$ cat config.mk
export PLATFORM = sky130hd
export DESIGN_NAME = key_stroke_gen
export DESIGN_NICKNAME = d
export VERILOG_FILES = /design/src/rtl/key_stroke_gen_pkg.sv /design/src/rtl/key_stroke_gen.sv
export SDC_FILE = /design/constraint.sdc
export NUM_CORES = 1
export LEC_CHECK = 0
export CORE_UTILIZATION = 52
export CTS_CLUSTER_DIAMETER = 150
export DETAILED_ROUTE_END_ITERATION = 16
export PLACE_DENSITY = 0.78
export SETUP_SLACK_MARGIN = 0.5
export SLEW_MARGIN = 20
export SYNTH_ARGS = -nofsm -noshare
export SYNTH_HDL_FRONTEND = slang
export SYNTH_SLANG_ARGS = --single-unit
$ cat constraint.sdc
create_clock -name clk -period 2.5 [get_ports clk]
set_clock_uncertainty 0.15 [all_clocks]
set_input_delay 0.75 -clock clk [delete_from_list [all_inputs] [get_ports clk]]
set_output_delay 0.75 -clock clk [all_outputs]
set_load 0.05 [all_outputs]
$ cat src/rtl/key_stroke_gen_pkg.sv
// Shared keypad definitions for the synthetic key-stroke generator.
package key_stroke_gen_pkg;

  localparam int unsigned KEYS_PER_PAD = 16;
  localparam int unsigned KEY_W        = 4;

  localparam logic PAD_LEFT  = 1'b0;
  localparam logic PAD_RIGHT = 1'b1;

  typedef enum logic [1:0] {
    IDLE  = 2'd0,
    PRESS = 2'd1,
    GAP   = 2'd2
  } state_e;

  // One-hot key-down vector for a single key code.
  function automatic logic [KEYS_PER_PAD-1:0] key_onehot(input logic [KEY_W-1:0] key);
    return KEYS_PER_PAD'(1) << key;
  endfunction

endpackage

$ cat src/rtl/key_stroke_gen.sv
// Synthetic keypad driver: turns accepted stroke requests into a timed
// press / release waveform on the left or right hex keypad vector.
module key_stroke_gen
  import key_stroke_gen_pkg::*;
#(
  parameter int unsigned HOLD_CYCLES = 1000000,
  parameter int unsigned GAP_CYCLES  = 500000,
  parameter int unsigned CNT_W       = 21
) (
  input  logic                    clk,
  input  logic                    rst_n,
  input  logic                    req_valid,
  output logic                    req_ready,
  input  logic                    req_pad,
  input  logic [KEY_W-1:0]        req_key,
  input  logic                    abort,
  output logic [KEYS_PER_PAD-1:0] keys_left,
  output logic [KEYS_PER_PAD-1:0] keys_right,
  output logic                    busy,
  output logic                    done
);

  localparam logic [CNT_W-1:0] HOLD_LAST = CNT_W'(HOLD_CYCLES - 1);
  localparam logic [CNT_W-1:0] GAP_LAST  = CNT_W'(GAP_CYCLES - 1);

  state_e                  state_q, state_d;
  logic [CNT_W-1:0]        cnt_q, cnt_d;
  logic [KEYS_PER_PAD-1:0] keys_left_q, keys_left_d;
  logic [KEYS_PER_PAD-1:0] keys_right_q, keys_right_d;
  logic                    busy_q, busy_d;
  logic                    done_q, done_d;

  // State, counter and registered outputs; synchronous active-low reset.
  always_ff @(posedge clk) begin
    if (!rst_n) begin
      state_q      <= IDLE;
      cnt_q        <= '0;
      keys_left_q  <= '0;
      keys_right_q <= '0;
      busy_q       <= 1'b0;
      done_q       <= 1'b0;
    end else begin
      state_q      <= state_d;
      cnt_q        <= cnt_d;
      keys_left_q  <= keys_left_d;
      keys_right_q <= keys_right_d;
      busy_q       <= busy_d;
      done_q       <= done_d;
    end
  end

  // Next-state, counter and next-output decode.
  always_comb begin
    state_d      = state_q;
    cnt_d        = cnt_q;
    keys_left_d  = keys_left_q;
    keys_right_d = keys_right_q;
    done_d       = 1'b0;

    unique case (state_q)
      IDLE: begin
        if (req_valid) begin
          state_d = PRESS;
          cnt_d   = '0;
          if (req_pad == PAD_LEFT) begin
            keys_left_d = key_onehot(req_key);
          end else begin
            keys_right_d = key_onehot(req_key);
          end
        end
      end
      PRESS: begin
        // Abort coinciding with the normal end is indistinguishable from it.
        if (abort || (cnt_q == HOLD_LAST)) begin
          state_d      = GAP;
          cnt_d        = '0;
          keys_left_d  = '0;
          keys_right_d = '0;
        end else begin
          cnt_d = cnt_q + CNT_W'(1);
        end
      end
      GAP: begin
        if (cnt_q == GAP_LAST) begin
          state_d = IDLE;
          cnt_d   = '0;
          done_d  = 1'b1;
        end else begin
          cnt_d = cnt_q + CNT_W'(1);
        end
      end
      default: begin
        state_d      = IDLE;
        cnt_d        = '0;
        keys_left_d  = '0;
        keys_right_d = '0;
      end
    endcase

    busy_d = (state_d != IDLE);
  end

  // Ready is a pure state decode so a request can land on the done cycle.
  assign req_ready  = (state_q == IDLE);
  assign keys_left  = keys_left_q;
  assign keys_right = keys_right_q;
  assign busy       = busy_q;
  assign done       = done_q;

endmodule

==> flow_summary.yaml <==
sta:
  finalMaxSlewViolations: 0
  max_freq_mhz: 416
  hold_viol: 0
  rsz0062_at_grt: "true"
  setup_viol: 0
  finalSetupTns_ns: 0
  fin_crit_sh: 0.961
  fin_crit_ns: 2.40
  tightest_slew_ns: 0.614
  relSlewSlack: 0.591
logic_synthesis:
  async_flop_share: 0
  yosysUniqueCellTypes: 46
  syn_area_per_cell_um2: 8.00
  syn_nets: 339
  ys_ff_latch: 57
  syn_inst: 325
  synth_edf_count: 0
  synthTopCellsByCount: "60 x nand3_1, 57 x dfxtp_1, 44 x nand2_1, 20 x nor2_1, 20 x o21ai_0"
  synth.top_cells.by_area: "dfxtp_1 44%, nand3_1 12%, nand2_1 6.3%"
  netlist.area_leader.share: 0.439
  synth_top_area_cell: "dfxtp_1"
  yosysSeqAreaShare: 0.439
  post-synth-top-count-cell: "nand3_1"
  synthFlopType: "dfxtp_1"
  syn-cell-area_mm2: 0.00260
  synth_warnings: 0
final_layout:
  syn_to_final_growth_pct: 47.5
  fin_nets: 409
  post-route-util: 0.807
  drive_gt1_frac: 0.335
  diodes: 0
  stdcell_area_mm2: 0.00384
worst_setup_path:
  critPathTopFamily: "simple AND/OR/NAND/NOR gates"
  path_cells: "nor4_4 > buf_4 > or4b_4 > o211ai_4 > a21oi_4 > buf_12 > a21o_1 > a22o_1"
  critPathMaxStageDelay_ns: 0.47
  slowest_stage: "or4b_4"
  end_kind: "flip-flop"
  critPathRequiredTime_ns: 2.59
  arrival_ns: 2.49
  critical_path_buf_inv_count: 2
  crit_fanout: 13
  worstSetupStartpointType: "flip-flop"
  critPathKind: "flip-flop to flip-flop"
status:
  status: "complete, no violations"
floorplanning:
  rows: 25
  start_util: 0.547
  die_area_mm2: 0.00529
  fp.coreArea_mm2: 0.00475
  die_height_um: 72.7
  die_x_um: 72.7
  ios: 44
clocking:
  cts_tree: "built"
  htree_levels: 3
  hold_buffers: 0
  clkTransAtPathRegs_ns: 0.07
  clock-sinks: 57
  cts_max_path_buffers: 2
  clk_latency_ns: 0.35
  cts-root-buf: "clkbuf_8"
  numCtsBuffers: 9
power_and_ir_drop:
  finalPower_mw: 2.16
  peakVddDrop_uv: 532
  leakagePower_nw: 1.34
  powerDensity_mw_per_mm2: 563
routing:
  drc_errors: 0
  ant_nets: 0
  vias: 2794
  drt_wl_total_mm: 7.31
  dr.pass1.iters: 6
  drt_iter0_markers: 256
  via_per_inst: 5.98
  post_drt_wl_per_cell_um: 15.6
place:
  dp_hpwl_mm: 4.58
  port_buffers: 43
  place_congestion: 0.844
  dpl_cell_area_mm2: 0.00338
hold_path:
  hold_path.class: "flip-flop to flip-flop"
global_routing:
  grt_pass1_vias: 2374
  grt_overflow: 0
  antenna_found_initial: 0
  grt_max_degree: 33
  grt_pass1_wl_mm: 10.9
  grt_use_total: 0.270
flow_run:
  cap_violations: 0
cell families after synthesis:
group                    Yosys count  synth area share
XOR/XNOR                           2           0.00674
buffers and inverters             24            0.0375
flip-flops                        57             0.439
AND/OR/NAND/NOR                  168             0.324
AO/OA/AOI/OAI                     66             0.158
multiplexers                       3            0.0115
adder cells (fa/ha/maj)            5            0.0241
timing repair:
action	CTS	global route
setup endpoints to repair	90	65
cloned	1	3
resized for setup	124	27
pin swaps	11	14
setup buffers	6	1
state kept, by name, summed over array words and instances, names as in the netlist:
signal	count
busy	1
keys_right	16
state_q	2
keys_left	16
done	1
cnt_q	21
power breakdown:
group / total (mW) / switching (mW) / leakage, nW / internal (mW)
Sequential: 0.941 / 0.0138 / 0.463 / 0.927
Combinational: 0.469 / 0.285 / 0.790 / 0.184
Clock: 0.751 / 0.369 / 0.0891 / 0.382
final timing paths:
check	startpoint	endpoint	slack [ns]	depth (start not counted)
setup / recovery	cnt_q[11]	cnt_q[8]	0.1	8
hold / removal	keys_right[0]	keys_right[0]	0.30	2
setup reg to reg	cnt_q[11]	cnt_q[8]	0.1	8
hold reg to reg	keys_right[0]	keys_right[0]	0.30	2
metal layers:
metal  vias to the layer above  wire length, um  global-route usage
met4                         0              159               0.135
li1                       1325                -                   -
met5                         -                0                   0
met3                        21              454              0.0552
met1                      1323             3420               0.378
met2                       125             3270               0.394
layout by cell type (no fill, tap or decap), types with 4 or more instances in the layout:
cell type,synthesis,routed
nand4_1,5,5
nand3_2,1,20
nand3_1,60,40
o21ai_1,18,15
nand2_1,44,43
buf_4,0,22
clkdlybuf4s50_1,0,7
clkdlybuf4s15_2,0,28
and3_1,4,4
buf_2,6,7
clkbuf_8,0,10
o21ai_2,0,4
o21ai_0,20,19
buf_6,0,6
nor3_1,5,5
nor2_1,20,20
dfxtp_1,57,52
and2_1,4,4
nand3b_1,4,4
o311ai_1,7,7
nand2b_1,5,5
inv_1,6,4
layout make-up:
class	instances	area (um2)
multi-input cells	245	1630
inverters	6	22.5
well taps	67	83.8
clock inverters	5	31.3
clock buffers	11	141
flip-flops and latches	57	1150
fillers	319	918
repair buffers	76	778
through the flow:
step / worst slack, ns / hold slack (ns) / std cells
finish: 0.0971 / 0.304 / 467
global route: 0.00744 / 0.326 / 467
CTS: 0.149 / 0.311 / 463
detailed placement: 0.0237 / 0.299 / 440
global placement: 0.0269 / 0.293 / 440
floorplan: 0.266 / 0.282 / 325
worst register-to-register path: stages, from the launching register on:
cell      delay [ns]
dfxtp_4         0.36
nor4_4          0.28
buf_4           0.15
or4b_4          0.47
o211ai_4        0.26
a21oi_4         0.14
buf_12          0.17
a21o_1          0.15
a22o_1          0.17
(Power assumes the default switching activity.)
